===== src/rtl/regfile_wb_arbiter_pkg.sv =====
// regfile_pkg: shared widths and arbiter state for regfile_wb_arbiter
package regfile_pkg;
  localparam int DATA_W = 32;
  localparam int REG_CNT = 32;
  localparam int ADDR_W = $clog2(REG_CNT);
  typedef enum logic {LAST_A, LAST_B} arb_state_e;
endpackage


===== src/rtl/regfile_wb_arbiter_if.sv =====
// regfile_wb_arbiter_if: one requester's valid/ready write-request channel
interface regfile_wb_arbiter_if #(
  parameter int DATA_W = regfile_pkg::DATA_W,
  parameter int ADDR_W = regfile_pkg::ADDR_W
);
  logic              valid;
  logic [ADDR_W-1:0] wreg;
  logic [DATA_W-1:0] data;
  logic              ready;
  modport master (output valid, wreg, data, input ready);
  modport slave  (input valid, wreg, data, output ready);
endinterface


===== src/rtl/regfile_wb_arbiter_rr_arb2.sv =====
// rr_arb2: two-requester round-robin grant; ties go to the side not granted last
module rr_arb2 import regfile_pkg::*; (
  input  logic clk,
  input  logic rst_n,
  input  logic valid_a_i,
  input  logic valid_b_i,
  output logic grant_a_o,
  output logic grant_b_o
);
  arb_state_e state_q;
  always_comb begin
    grant_a_o = rst_n && valid_a_i && (!valid_b_i || state_q == LAST_B);
    grant_b_o = rst_n && valid_b_i && !grant_a_o;
  end
  always_ff @(posedge clk or negedge rst_n) begin
    if (!rst_n) state_q <= LAST_B;
    else if (grant_a_o) state_q <= LAST_A;
    else if (grant_b_o) state_q <= LAST_B;
  end
endmodule


===== src/rtl/regfile_wb_arbiter.sv =====
// regfile_wb_arbiter: arbitrates two write requesters onto a register-file write port with a pending-write scoreboard.
// Optional RF_ZERO_REG_EN makes register 0 a hardwired zero.
module regfile_wb_arbiter #(
  parameter int DATA_W = regfile_pkg::DATA_W,
  parameter int REG_CNT = regfile_pkg::REG_CNT,
  localparam int ADDR_W = $clog2(REG_CNT)
) (
  input  logic                clk,
  input  logic                rst_n,
  regfile_wb_arbiter_if.slave req_a,
  regfile_wb_arbiter_if.slave req_b,
  input  logic                resv_valid_i,
  input  logic [ADDR_W-1:0]   resv_reg_i,
  input  logic [ADDR_W-1:0]   read_reg1_i,
  input  logic [ADDR_W-1:0]   read_reg2_i,
  output logic                busy1_o,
  output logic                busy2_o,
  output logic                reg_write_o,
  output logic [ADDR_W-1:0]   write_reg_no_o,
  output logic [DATA_W-1:0]   write_data_o,
  output logic [REG_CNT-1:0]  pending_mask_o,
  output logic                err_sticky_o
);
  logic               gnt_a, gnt_b, xfer, zero_hit, resv_en;
  logic [ADDR_W-1:0]  sel_reg, wreg_q;
  logic [DATA_W-1:0]  sel_data, wdata_q;
  logic [REG_CNT-1:0] pending_q, pending_d;
  logic               err_q, err_d, rw_q, rw_d;
  rr_arb2 u_arb (
    .clk       (clk),
    .rst_n     (rst_n),
    .valid_a_i (req_a.valid),
    .valid_b_i (req_b.valid),
    .grant_a_o (gnt_a),
    .grant_b_o (gnt_b)
  );
  assign req_a.ready = gnt_a;
  assign req_b.ready = gnt_b;
  always_comb begin
    xfer = gnt_a || gnt_b;
    sel_reg = gnt_a ? req_a.wreg : req_b.wreg;
    sel_data = gnt_a ? req_a.data : req_b.data;
`ifdef RF_ZERO_REG_EN
    zero_hit = xfer && sel_reg == '0;
    resv_en = resv_valid_i && resv_reg_i != '0;
`else
    zero_hit = 1'b0;
    resv_en = resv_valid_i;
`endif
    rw_d = xfer && !zero_hit;
    err_d = err_q || (rw_d && !pending_q[sel_reg]);
    // set applied after clear so a same-cycle reservation wins
    pending_d = (pending_q & ~(xfer ? REG_CNT'(1) << sel_reg : '0))
              | (resv_en ? REG_CNT'(1) << resv_reg_i : '0);
  end
  always_ff @(posedge clk or negedge rst_n) begin
    if (!rst_n) begin
      pending_q <= '0;
      err_q <= 1'b0;
      rw_q <= 1'b0;
      wreg_q <= '0;
      wdata_q <= '0;
    end else begin
      pending_q <= pending_d;
      err_q <= err_d;
      rw_q <= rw_d;
      if (xfer) begin
        wreg_q <= sel_reg;
        wdata_q <= sel_data;
      end
    end
  end
  assign busy1_o = pending_q[read_reg1_i];
  assign busy2_o = pending_q[read_reg2_i];
  assign reg_write_o = rw_q;
  assign write_reg_no_o = wreg_q;
  assign write_data_o = wdata_q;
  assign pending_mask_o = pending_q;
  assign err_sticky_o = err_q;
endmodule


===== src/flat_wrapper.sv =====
// flat-port wrapper written by rule: the top's interface ports become plain ports
module regfile_wb_arbiter_flat 
#(
  parameter int DATA_W = regfile_pkg::DATA_W,
  parameter int REG_CNT = regfile_pkg::REG_CNT,
  localparam int ADDR_W = $clog2(REG_CNT)
)
  (clk, rst_n, resv_valid_i, resv_reg_i, read_reg1_i, read_reg2_i, busy1_o, busy2_o, reg_write_o, write_reg_no_o, write_data_o, pending_mask_o, err_sticky_o, req_a_valid, req_a_wreg, req_a_data, req_a_ready, req_b_valid, req_b_wreg, req_b_data, req_b_ready);
  regfile_wb_arbiter_if #(.DATA_W(DATA_W)) req_a_i ();
  regfile_wb_arbiter_if #(.DATA_W(DATA_W)) req_b_i ();
  input  logic clk;
  input  logic rst_n;
  input  logic resv_valid_i;
  input  logic [ADDR_W-1:0] resv_reg_i;
  input  logic [ADDR_W-1:0] read_reg1_i;
  input  logic [ADDR_W-1:0] read_reg2_i;
  output logic busy1_o;
  output logic busy2_o;
  output logic reg_write_o;
  output logic [ADDR_W-1:0] write_reg_no_o;
  output logic [DATA_W-1:0] write_data_o;
  output logic [REG_CNT-1:0] pending_mask_o;
  output logic err_sticky_o;
  input wire logic [$bits(req_a_i.valid)-1:0] req_a_valid;
  input wire logic [$bits(req_a_i.wreg)-1:0] req_a_wreg;
  input wire logic [$bits(req_a_i.data)-1:0] req_a_data;
  output wire logic [$bits(req_a_i.ready)-1:0] req_a_ready;
  input wire logic [$bits(req_b_i.valid)-1:0] req_b_valid;
  input wire logic [$bits(req_b_i.wreg)-1:0] req_b_wreg;
  input wire logic [$bits(req_b_i.data)-1:0] req_b_data;
  output wire logic [$bits(req_b_i.ready)-1:0] req_b_ready;
  assign req_a_i.valid = req_a_valid;
  assign req_a_i.wreg = req_a_wreg;
  assign req_a_i.data = req_a_data;
  assign req_a_ready = req_a_i.ready;
  assign req_b_i.valid = req_b_valid;
  assign req_b_i.wreg = req_b_wreg;
  assign req_b_i.data = req_b_data;
  assign req_b_ready = req_b_i.ready;
  regfile_wb_arbiter #(.DATA_W(DATA_W), .REG_CNT(REG_CNT)) u_core (.clk(clk), .rst_n(rst_n), .req_a(req_a_i), .req_b(req_b_i), .resv_valid_i(resv_valid_i), .resv_reg_i(resv_reg_i), .read_reg1_i(read_reg1_i), .read_reg2_i(read_reg2_i), .busy1_o(busy1_o), .busy2_o(busy2_o), .reg_write_o(reg_write_o), .write_reg_no_o(write_reg_no_o), .write_data_o(write_data_o), .pending_mask_o(pending_mask_o), .err_sticky_o(err_sticky_o));
endmodule

===== config.mk =====
export PLATFORM = sky130hd
export DESIGN_NAME = regfile_wb_arbiter_flat
export DESIGN_NICKNAME = d
export VERILOG_FILES = /design/src/rtl/regfile_wb_arbiter_pkg.sv /design/src/rtl/regfile_wb_arbiter_if.sv /design/src/rtl/regfile_wb_arbiter_rr_arb2.sv /design/src/rtl/regfile_wb_arbiter.sv /design/src/flat_wrapper.sv
export SDC_FILE = /design/constraint.sdc
export NUM_CORES = 1
export LEC_CHECK = 0
export CAP_MARGIN = 15
export CELL_PAD_IN_SITES_DETAIL_PLACEMENT = 2
export CELL_PAD_IN_SITES_GLOBAL_PLACEMENT = 2
export CORE_ASPECT_RATIO = 0.6
export CORE_UTILIZATION = 25
export CTS_BUF_LIST = sky130_fd_sc_hd__clkbuf_8 sky130_fd_sc_hd__clkbuf_16
export DETAILED_ROUTE_END_ITERATION = 10
export HOLD_SLACK_MARGIN = 0.15
export PLACE_DENSITY = 0.87
export SLEW_MARGIN = 20
export SYNTH_ARGS = -nofsm -noshare
export SYNTH_HDL_FRONTEND = slang
export SYNTH_SLANG_ARGS = --single-unit

===== constraint.sdc =====
create_clock -name clk -period 3.3 [get_ports clk]
set_input_delay 0.33 -clock clk [delete_from_list [all_inputs] [get_ports clk]]
set_output_delay 0.33 -clock clk [all_outputs]
set_load 0.02 [all_outputs]

==> flow_metrics.env <==
export IMPL_crit_fanout=8
export IMPL_clock_latency_ns=0.34
export IMPL_leakage_nw=2.40
export IMPL_post_route_min_period_ns=3.15
export IMPL_drc=0
export IMPL_viasPerCell=5.29
export IMPL_io_pins=169
export IMPL_avgSynthCellArea_um2=9.43
export IMPL_fmax_mhz=317
export IMPL_end_kind="output pin"
export IMPL_slew_violations=0
export IMPL_root_buffer="clkbuf_16"
export IMPL_required_ns=2.97
export IMPL_num_vias=4208
export IMPL_hpwl_um=13600
export IMPL_worst_ir_drop_vdd_uv=251
export IMPL_synthesis_nets=517
export IMPL_rr_startpoint="u_core.u_arb.state_q"
export IMPL_synth_flop_cell="dfrtp_1"
export IMPL_die_w_um=165
export IMPL_netlist_area_um2=3990
export IMPL_tightest_slew_ns=0.872
export IMPL_grt_total_usage_pct=21.8
export IMPL_p_per_area_nw_per_um2=579
export IMPL_synth_seq_area_share_pct=45.2
export IMPL_yosysMostFrequentCell="nand2_1"
export IMPL_cp_cell_sequence="clkdlybuf4s50_1, buf_12, mux4_2, mux4_2, mux2_2, clkdlybuf4s50_1"
export IMPL_antenna_left=0
export IMPL_synth_warnings=0
export IMPL_synth_common_cells="nand2_1, o21ai_0, dfrtp_1, nor2_1, a31oi_1"
export IMPL_min_period_over_period_pct=95.5
export IMPL_hold_viol_final=0
export IMPL_grt_pass1_vias=4713
export IMPL_synth_seq_cells=72
export IMPL_rsz0062_at_grt="no"
export IMPL_die_area_um2=16500
export IMPL_synth_top_area_share_pct=44.5
export IMPL_async_flop_share_pct=100
export IMPL_grt_max_degree=69
export IMPL_nFillCells=1667
export IMPL_worstSetupPathType="in -> out"
export IMPL_drive_gt1_share_pct=9.44
export IMPL_cts_buffer_depth=2
export IMPL_total_power_mw=3.59
export IMPL_overflow=0
export IMPL_outcome="finished clean"
export IMPL_synth_top_cell_by_area="dfrtp_1"
export IMPL_cts_sinks=72
export IMPL_areaGrowthSynthToFinish_pct=55.3
export IMPL_synthTopCellsByArea="dfrtp_1, mux4_2, o21ai_0"
export IMPL_fin_tns_setup_ns=0
export IMPL_maxCapViolCount=0
export IMPL_routedWlPerCell_um=22.5
export IMPL_start_util_pct=25.8
export IMPL_cts_tree="yes"
export IMPL_critPathMaxStageDelay_ns=0.54
export IMPL_die_y_um=99.9
export IMPL_core_area_um2=15500
export IMPL_routed_wl_um=17900
export IMPL_area_sequential_um2=1800
export IMPL_synth_edf_count=0
export IMPL_num_rows=35
export IMPL_synth_distinct_cells=37
export IMPL_crit_start="read_reg2_i[0]"
export IMPL_antenna_found_initial=0
export IMPL_slew_limit_headroom_pct=41.7
export IMPL_clk_pin_slew_ns=0.06
export IMPL_io_buffers=168
export IMPL_htreeDepth=3
export IMPL_cp_start_kind="primary input"
export IMPL_postCtsSetupBuffers=0
export IMPL_place_congestion=0.893
export IMPL_dp_cells=779
export IMPL_nets=682
export IMPL_diodes=0
export IMPL_multiInputGateArea_um2=2060
export IMPL_cts_buffers=9
export IMPL_firstDrtPassIters=5
export IMPL_syn_inst=423
export IMPL_setup_viol=0
export IMPL_hp_class="in -> async"
export IMPL_arrival_ns=2.82
export IMPL_initialDrtViolationCount=238
export IMPL_fin_worst_skew_ns=0.00729
export IMPL_crit_path_top_delay_cell="clkdlybuf4s50_1"
export IMPL_grt_pass1_wl_um=26900
export IMPL_final_cells=796
-- kinds of logic after synthesis --
kind of cell    Yosys count  share of synthesized area (%)
compound gates          137                           20.3
flops                    72                           45.2
buf+inv                  26                           3.29
simple gates            158                           17.0
mux                      30                           14.2
-- flip-flops by register name, indices dropped and copies added (netlist names) --
signal                 count
u_core.u_arb.state_q       1
u_core.write_reg_no_o      5
u_core.reg_write_o         1
u_core.write_data_o       32
u_core.err_sticky_o        1
u_core.pending_mask_o     32
-- area by class of cell --
type,instances,share of cell area (%)
Clock buffer,10,3.86
Clock inverter,6,0.868
Inverter,2,0.162
Multi-Input combinational cell,325,33.2
Sequential cell,72,29.1
Tap cell,203,4.10
Timing Repair Buffer,178,28.8
-- layout by cell type, fill, tap and decap left out, drive strengths merged, types with 2 or more instances in the layout --
master / Yosys / routed
clkdlybuf4s50: 0 / 167
nand2: 89 / 89
o21ai: 80 / 80
dfrtp: 71 / 71
nor2: 37 / 37
a31oi: 33 / 33
mux4: 20 / 20
nand3: 13 / 13
clkbuf: 16 / 10
buf: 8 / 10
mux2: 6 / 6
nand2b: 5 / 5
a21o: 5 / 5
a221o: 5 / 5
inv: 1 / 5
nor2b: 4 / 4
a221oi: 4 / 4
a21oi: 4 / 4
mux2i: 4 / 4
nand4: 2 / 2
and2: 2 / 2
nand4b: 2 / 2
and3: 2 / 2
o2bb2ai: 2 / 2
-- final timing paths --
path / slack (ns) / end / depth (start not counted)
worst min register to register: 0.50 / u_core.write_reg_no_o[2] / 2
min in group clk: 0.43 / u_core.u_arb.state_q / 3
worst max register to register: 0.50 / u_core.pending_mask_o[27] / 8
worst max-delay path: 0.15 / busy2_o / 6
max in group asynchronous: 2.06 / u_core.write_data_o[11] / 2
worst min-delay path: 0.17 / u_core.pending_mask_o[21] / 2
-- where the power goes --
group | leakage [nW] | switching [mW] | internal [mW] | total [mW]
combinational | 1.41 | 0.655 | 0.668 | 1.32
clock | 0.152 | 0.376 | 0.597 | 0.973
sequential | 0.831 | 0.238 | 1.06 | 1.29
-- through the flow --
step / hold slack (ns) / util (%) / instance area (um^2) / setup WS (ns)
2_1_floorplan: 0.0344 / - / 3990 / 0.891
3_3_place_gp: 0.234 / 38.1 / 5890 / 0.186
3_5_place_dp: 0.237 / 38.1 / 5890 / 0.142
4_1_cts: 0.226 / 40.1 / 6200 / 0.138
5_1_grt: 0.242 / 40.1 / 6200 / 0.0754
6_report: 0.171 / 40.1 / 6200 / 0.148
-- repair_timing --
action	CTS	global route
gates resized for setup	0	0
endpoints found under the setup margin	0	0
hold buffers	1	0
hold endpoints to repair	19	0
-- per-layer routing --
metal | GRT usage (%) | up-vias | part of all wire [%]
met4 | 5.79 | 0 | 1.8
li1 | - | 1881 | -
met3 | 5.37 | 30 | 8.1
met1 | 29.7 | 2107 | 44
met2 | 34.6 | 190 | 46
met5 | 0 | - | 0
-- worst max-delay path, delay by kind of cell --
kind	cells	cell delay (ns)
mux	3	1.26
buf+inv	3	1.23
(Power assumes the default switching activity.)
